[config.mk]
export PLATFORM = sky130hd
export DESIGN_NAME = branch_predictor
export DESIGN_NICKNAME = d
export VERILOG_FILES = /design/src/rtl/branch_predictor.sv
export SDC_FILE = /design/constraint.sdc
export NUM_CORES = 1
export LEC_CHECK = 0
export ABC_AREA = 1
export CAP_MARGIN = 20
export CORE_ASPECT_RATIO = 1.5
export CORE_MARGIN = 3
export CORE_UTILIZATION = 35
export CTS_BUF_LIST = sky130_fd_sc_hd__clkbuf_16
export CTS_CLUSTER_DIAMETER = 40
export CTS_CLUSTER_SIZE = 12
export DETAILED_ROUTE_END_ITERATION = 12
export SKIP_LAST_GASP = 1
export SLEW_MARGIN = 20
export SYNTH_ARGS = -nofsm -noshare
export SYNTH_HDL_FRONTEND = slang
export SYNTH_SLANG_ARGS = --single-unit
[constraint.sdc]
create_clock -name clk -period 8.9 [get_ports clk]
set_input_delay 1.78 -clock clk [delete_from_list [all_inputs] [get_ports clk]]
set_output_delay 1.78 -clock clk [all_outputs]
set_load 0.01 [all_outputs]
[src/rtl/branch_predictor.sv]
// Dynamic branch predictor: direct-mapped BTB with per-entry 2-bit
// saturating counters, trained from EX, looked up combinationally from IF.
// Also keeps saturating counts of resolved branches and mispredictions.
module branch_predictor #(
  parameter int PC_W    = 9,
  parameter int ENTRIES = 16,
  parameter int CNT_W   = 16
) (
  input  logic             clk,
  input  logic             reset,
  input  logic [PC_W-1:0]  lk_pc,
  output logic             pred_hit,
  output logic             pred_taken,
  output logic [PC_W-1:0]  pred_target,
  input  logic             upd_valid,
  input  logic [PC_W-1:0]  upd_pc,
  input  logic             upd_taken,
  input  logic [PC_W-1:0]  upd_target,
  input  logic             upd_mispred,
  output logic [CNT_W-1:0] stat_branches,
  output logic [CNT_W-1:0] stat_mispred
);

  localparam int IDX_W = $clog2(ENTRIES);
  localparam int TAG_W = PC_W - 2 - IDX_W;

  logic             valid_q  [ENTRIES];
  logic [1:0]       ctr_q    [ENTRIES];
  logic [TAG_W-1:0] tag_q    [ENTRIES];
  logic [PC_W-1:0]  target_q [ENTRIES];

  logic [IDX_W-1:0] lk_idx;
  logic [TAG_W-1:0] lk_tag;
  logic [IDX_W-1:0] upd_idx;
  logic [TAG_W-1:0] upd_tag;
  logic             upd_hit;

  // Instructions are word aligned, so the two byte-offset bits carry no information.
  logic unused_pc_bits;
  assign unused_pc_bits = &{1'b0, lk_pc[1:0], upd_pc[1:0]};

  assign lk_idx  = lk_pc[IDX_W+1:2];
  assign lk_tag  = lk_pc[PC_W-1:IDX_W+2];
  assign upd_idx = upd_pc[IDX_W+1:2];
  assign upd_tag = upd_pc[PC_W-1:IDX_W+2];

  // Zero-latency lookup against the current (pre-update) table contents.
  always_comb begin
    pred_hit    = valid_q[lk_idx] && (tag_q[lk_idx] == lk_tag);
    pred_taken  = pred_hit && ctr_q[lk_idx][1];
    pred_target = pred_hit ? target_q[lk_idx] : '0;
  end

  assign upd_hit = valid_q[upd_idx] && (tag_q[upd_idx] == upd_tag);

  // Table training: adjust counters on a tag hit, allocate only on a taken miss
  // so a not-taken alias never evicts a live entry.
  always_ff @(posedge clk or posedge reset) begin
    if (reset) begin
      for (int i = 0; i < ENTRIES; i++) begin
        valid_q[i]  <= 1'b0;
        ctr_q[i]    <= 2'b01;
        tag_q[i]    <= '0;
        target_q[i] <= '0;
      end
    end else if (upd_valid) begin
      if (upd_hit) begin
        if (upd_taken) begin
          target_q[upd_idx] <= upd_target;
          if (ctr_q[upd_idx] != 2'b11) ctr_q[upd_idx] <= ctr_q[upd_idx] + 2'd1;
        end else if (ctr_q[upd_idx] != 2'b00) begin
          ctr_q[upd_idx] <= ctr_q[upd_idx] - 2'd1;
        end
      end else if (upd_taken) begin
        valid_q[upd_idx]  <= 1'b1;
        tag_q[upd_idx]    <= upd_tag;
        target_q[upd_idx] <= upd_target;
        ctr_q[upd_idx]    <= 2'b10;
      end
    end
  end

  // Saturating statistics counters.
  always_ff @(posedge clk or posedge reset) begin
    if (reset) begin
      stat_branches <= '0;
      stat_mispred  <= '0;
    end else if (upd_valid) begin
      if (stat_branches != '1) stat_branches <= stat_branches + 1'b1;
      if (upd_mispred && (stat_mispred != '1)) stat_mispred <= stat_mispred + 1'b1;
    end
  end

endmodule
======== Word-level counts from Yosys, hierarchy flattened ========
Cells that the tools add are included.
word-level totals
  bits in registers ....................... 272
  input port bits ......................... 32
  word-level logic and storage cells ...... 138
  output and inout port bits .............. 43
operators by class
  add/sub/neg operators ................... 4
  reductions and logical operators ........ 13
  bitwise logic cells ..................... 7
  order comparisons ....................... 3
  mux-type cells .......................... 39
  equality and inequality tests ........... 6
operators with widths
  cell                                            count
  2-to-1 mux 32 bit                               5
  bitwise mux 144 bit                             1
  bitwise mux 32 bit                              2
  bitwise mux 48 bit                              1
  binary-select mux 9 bit (select 4 bit)          1
  demux 9 bit (select 4 bit)                      1
  2-to-1 mux 9 bit                                4
  adder 16 x 1 -> 16 bit (second input constant)  2
  inequality test 16 bit (second input constant)  2
  OR 16 bit                                       2
  binary-select mux 3 bit (select 4 bit)          2
  bitwise AND 16 bit                              1
  binary-select mux 2 bit (select 4 bit)          2
  inverter 16 bit                                 1
  2-to-1 mux 3 bit                                5
  demux 3 bit (select 4 bit)                      1
  >= comparator 5 bit (second input constant)     2
  2-to-1 mux 2 bit                                5
  inverter 4 -> 5 bit                             2
  binary-select mux 1 bit (select 4 bit)          2
  demux 2 bit (select 4 bit)                      1
  equality test 3 bit                             2
  AND reduction 2 bit                             3
  nonzero test 2 bit                              3
  other kinds (11)                                19

======== Longest topological paths before layout ========
  depth after elaboration ................. 9
  gate-level depth with buffers ........... 20
  mapped depth without buffers ............ 17

======== Worst setup path before layout ========
Ideal clock, no wire load.
  path kind ............................... in2out
  start point ............................. input lk_pc[2]
  end point ............................... output pred_target[1]
  data required time ...................... 7,120 ps
  setup slack ............................. 3,724 ps
  arrival ................................. 3,396 ps
  stages on the path ...................... 8
  buffers on the path ..................... 4
  cell sequence ........................... clkbuf_1 clkbuf_1 clkbuf_1 clkbuf_1 a21oi_1 a211oi_1 o21ai_0 nor2_1
on the way
  word-level cells in the longest chain between the ends .. 7
  elaborated cells between the ends (all ways) .. 13
  classes of those cells .................. eq/ne (1); mux (10); bitwise (1); reduce/logical (1)
RTL lines
  element                                              RTL line  source
  start, declared                                      11        input logic [PC_W-1:0] lk_pc,
  inverter 4 -> 5 bit (not written as such) *          49, 51
  binary-select mux 3 bit (select 4 bit)               49        pred_hit = valid_q[lk_idx] && (tag_q[lk_idx] == lk_tag);
  2-to-1 mux 3 bit (not written as such) (2 in a row)  49
  equality test 3 bit                                  49
  logical AND 1 bit                                    49
  2-to-1 mux 9 bit *                                   51        pred_target = pred_hit ? target_q[lk_idx] : '0;
  end, declared                                        14        output logic [PC_W-1:0] pred_target,
Mark *: on every way between the ends. The rest lies on a longest branch, timed or not. The select of a mux whose other input is x is not followed.

======== Worst setup path after layout ========
  start point ............................. input lk_pc[5]
  end point ............................... output pred_target[2]
The elaborated chain is that of the path after synthesis.

==> results_dict.tcl <==
set metrics [dict create \
    antenna_found_initial 0 \
    reg2reg_from "ctr_q[30]$_DFFE_PP1P_" \
    place_inst 2283 \
    worstSetupPathType "primary input to output pin" \
    tritoncts.num_buffers 37 \
    synthToLayoutAreaGrowth_pct 16.6 \
    drive_gt1_share_pct 5.82 \
    cp_data_required_time_ps 7120 \
    num_antenna_cells 0 \
    yosysSeqAreaShare_pct 49.9 \
    timing.hold.worst.start "ctr_q[22]$_DFFE_PP1P_" \
    finish.net_count 1864 \
    total_power_mw 3.88 \
    hpwl_mm 26.0 \
    cts.repair_timing.setup_buffer_count 0 \
    synth-seq-cells 272 \
    routabilityCongestion 0.852 \
    timing.critical_path.slowest_stage_cell "sky130_fd_sc_hd__clkdlybuf4s50_1" \
    layoutNonFillerInstCount 2350 \
    synthesis.nets 1832 \
    layout_worst_path_cycle_share_pct 78.5 \
    largest_net_degree_at_the_start_of_global_routing 79 \
    mean_post_synth_cell_area_sq_um 7.61 \
    worstSetupStartpointType "primary input" \
    final_max_slew_viols 0 \
    dr.pass1.iters 5 \
    final-seq-area_sq_um 6830 \
    grt_setup_unrepaired "false" \
    drtAntennaViolNets 0 \
    layout_min_cycle_time_ps 6990 \
    worstPathCellList "clkdlybuf4s50_1 -> inv_1 -> o211ai_1 -> nand2_1 -> xor2_1 -> nor2_1 -> nand2_1 -> nor2_1 -> clkdlybuf4s50_1" \
    synth-xor-area-share_pct 1.86 \
    count_of_routing_violations_after_the_opening_detailed_route_iteration 1102 \
    netlist-cell-type-count 31 \
    synthMuxAreaShare_pct 0 \
    crit_path_end_kind "output pin" \
    grt_first_pass_wirelength_mm 65.0 \
    vias_per_cell 5.24 \
    postCtsResizedCells 0 \
    synth_warnings 0 \
    worst_ir_drop_vdd_uv 153 \
    sum_of_buffers_and_inverters_on_the_critical_path 3 \
    worst_path_dominant_cell_family "buffers and inverters" \
    routedWlPerCell_um 17.4 \
    min_path_type "register to register" \
    slew-limit-headroom_pct 33.4 \
    max-cap-violations 0 \
    synth-simple-area-share_pct 25.5 \
    fp.coreArea_sq_um 38500 \
    root_buffer "sky130_fd_sc_hd__clkbuf_16" \
    tritoncts "done" \
    crit_path_start "lk_pc[5]" \
    post-synth-top-area-fraction_pct 46.9 \
    grt-ovfl-total 0 \
    start_util_pct 35.5 \
    clkSlewWorstSetupHoldPaths_ps 50 \
    nFillCells 3946 \
    insertion_delay_ps 540 \
    hold_buf_cts 0 \
    via_count_of_the_first_global_routing_pass 11900 \
    syn-instance-count 1796 \
    drcViolationCount 0 \
    max_slew.worst_pin.slew_ps 996 \
    netlist_top_cells_area "sky130_fd_sc_hd__dfrtp_1, sky130_fd_sc_hd__nand2_1, sky130_fd_sc_hd__o21ai_0" \
    max_stage_delay_ps 1120 \
    setup_tns_after_final_layout_ps 0 \
    grtUsageTotal_pct 19.4 \
    finClkSkew_ps 12.0 \
    num_rows 88 \
    most_common_cell_after_layout_fill_and_taps_aside "sky130_fd_sc_hd__nand2_1" \
    worst-endpoint-arrival_ps 5210 \
    multiInputGateArea_sq_um 5980 \
    die_w_um 167 \
    reg2reg_setup_slack_ps 5950 \
    worstPathMaxFanout 15 \
    place.port_buffers 70 \
    floorplan.io_pins 75 \
    combinational_family_with_the_most_area_after_synthesis "simple AND/OR/NAND/NOR gates" \
    final-setup-viol-count 0 \
    routed-via-count 12300 \
    p_leak_nw 7.49 \
    drt_wl_total_mm 40.9 \
    power_per_standard_cell_area_nw_per_um2 244 \
    max_freq_ghz 0.143 \
    outcome "complete, no violations" \
    clockBufferDepth 3 \
    clock_sink_total 272 \
    syn_area_sq_um 13700 \
    clock_tree.htree_level_count 2 \
    synth-adder-area-share_pct 0.366 \
    synthDominantAreaCellType "sky130_fd_sc_hd__dfrtp_1" \
    die_area_sq_um 41500 \
    synth_compound_area_share_pct 16.0 \
    leading_cell_types_in_the_layout_fill_and_taps_excluded "sky130_fd_sc_hd__nand2_1, sky130_fd_sc_hd__o21ai_0, sky130_fd_sc_hd__dfrtp_1" \
    chipHeight_um 248 \
    final-hold-violation-count 0 \
]
-- registers in the layout, summed over array words and instances, names as in the netlist --
register and cells:
stat_branches 16, stat_mispred 16, valid_q 16, tag_q 48, target_q 144, ctr_q 32
-- area by class of cell --
type / count / share of cell area [%]
clock buffer: 37 / 5.81
sequential: 272 / 42.9
multi-input combinational: 1309 / 37.6
clock inverter: 29 / 1.73
tap: 495 / 3.89
inverter: 119 / 2.83
timing repair buffer: 89 / 5.33
-- power breakdown --
group	switching (mW)	internal [mW]	leakage, nW
Clock	0.583	0.883	0.606
Sequential	0.167	1.50	3.36
Combinational	0.460	0.291	3.52
-- layer usage --
| metal | vias up | track usage (%) | part of all wire [%] | wire (um) |
|---|---|---|---|---|
| li1 | 5947 | - | - | - |
| met1 | 5875 | 24.9 | 42 | 17000 |
| met2 | 374 | 32.9 | 49 | 20200 |
| met3 | 107 | 2.43 | 5.0 | 2040 |
| met4 | 0 | 9.01 | 4.2 | 1710 |
| met5 | - | 0 | 0 | 0 |
-- cells in the mapped netlist (all sizes together) --
cell and n:
xor2 18, inv 116, a22oi 9, o221ai 7, clkinv 3, nand3 87, a21oi 64, buf 21
xnor2 11, o22ai 20, nand4 36, nor3b 1, nand3b 2, nand2 579, ha 4, o21ai 298
a211oi 6, nor3 5, dfstp 16, clkbuf 75, nor2 151, dfrtp 256, o211ai 11
-- worst paths after layout --
kind                                               to  cells after the start
worst max-delay path                   pred_target[2]                      9
max in group asynchronous       ctr_q[27]$_DFFE_PP0P_                      4
worst max register to register  ctr_q[11]$_DFFE_PP0P_                     14
worst min-delay path            ctr_q[22]$_DFFE_PP1P_                      2
worst min register to register  ctr_q[22]$_DFFE_PP1P_                      2
min in group asynchronous       tag_q[30]$_DFFE_PP0P_                      3
-- kinds of logic after synthesis --
family | after synthesis
xor gates and xnor gates | 29
DFF | 272
adders and majority gates | 4
AOI/OAI and AO/OA | 415
buffers and inverters | 215
and+or+nand+nor | 861
-- worst register-to-register path, cell delays in order, from the launching register on --
cell,delay (ps)
sky130_fd_sc_hd__dfstp_2,540
sky130_fd_sc_hd__a22oi_1,100
sky130_fd_sc_hd__nand2_1,90
sky130_fd_sc_hd__nand2_1,50
sky130_fd_sc_hd__nand2_1,80
sky130_fd_sc_hd__inv_1,40
sky130_fd_sc_hd__nand2_1,280
sky130_fd_sc_hd__inv_1,90
sky130_fd_sc_hd__ha_1,300
sky130_fd_sc_hd__xor2_1,310
sky130_fd_sc_hd__nand3_1,560
sky130_fd_sc_hd__nand2_1,220
sky130_fd_sc_hd__inv_1,50
sky130_fd_sc_hd__nand4_1,60
sky130_fd_sc_hd__nand2_1,60
-- per-stage QoR --
stage / hold slack [ps] / util (%) / area (sq um) / worst slack (ps)
floorplan: 434 / - / 13700 / 3540
global placement: 452 / 38.2 / 14700 / 1990
detailed placement: 454 / 38.2 / 14700 / 1960
CTS: 465 / 41.3 / 15900 / 1940
global route: 471 / 41.3 / 15900 / 1680
finish: 463 / 41.3 / 15900 / 1910
No activity file was read; power rests on OpenSTA's default activity.
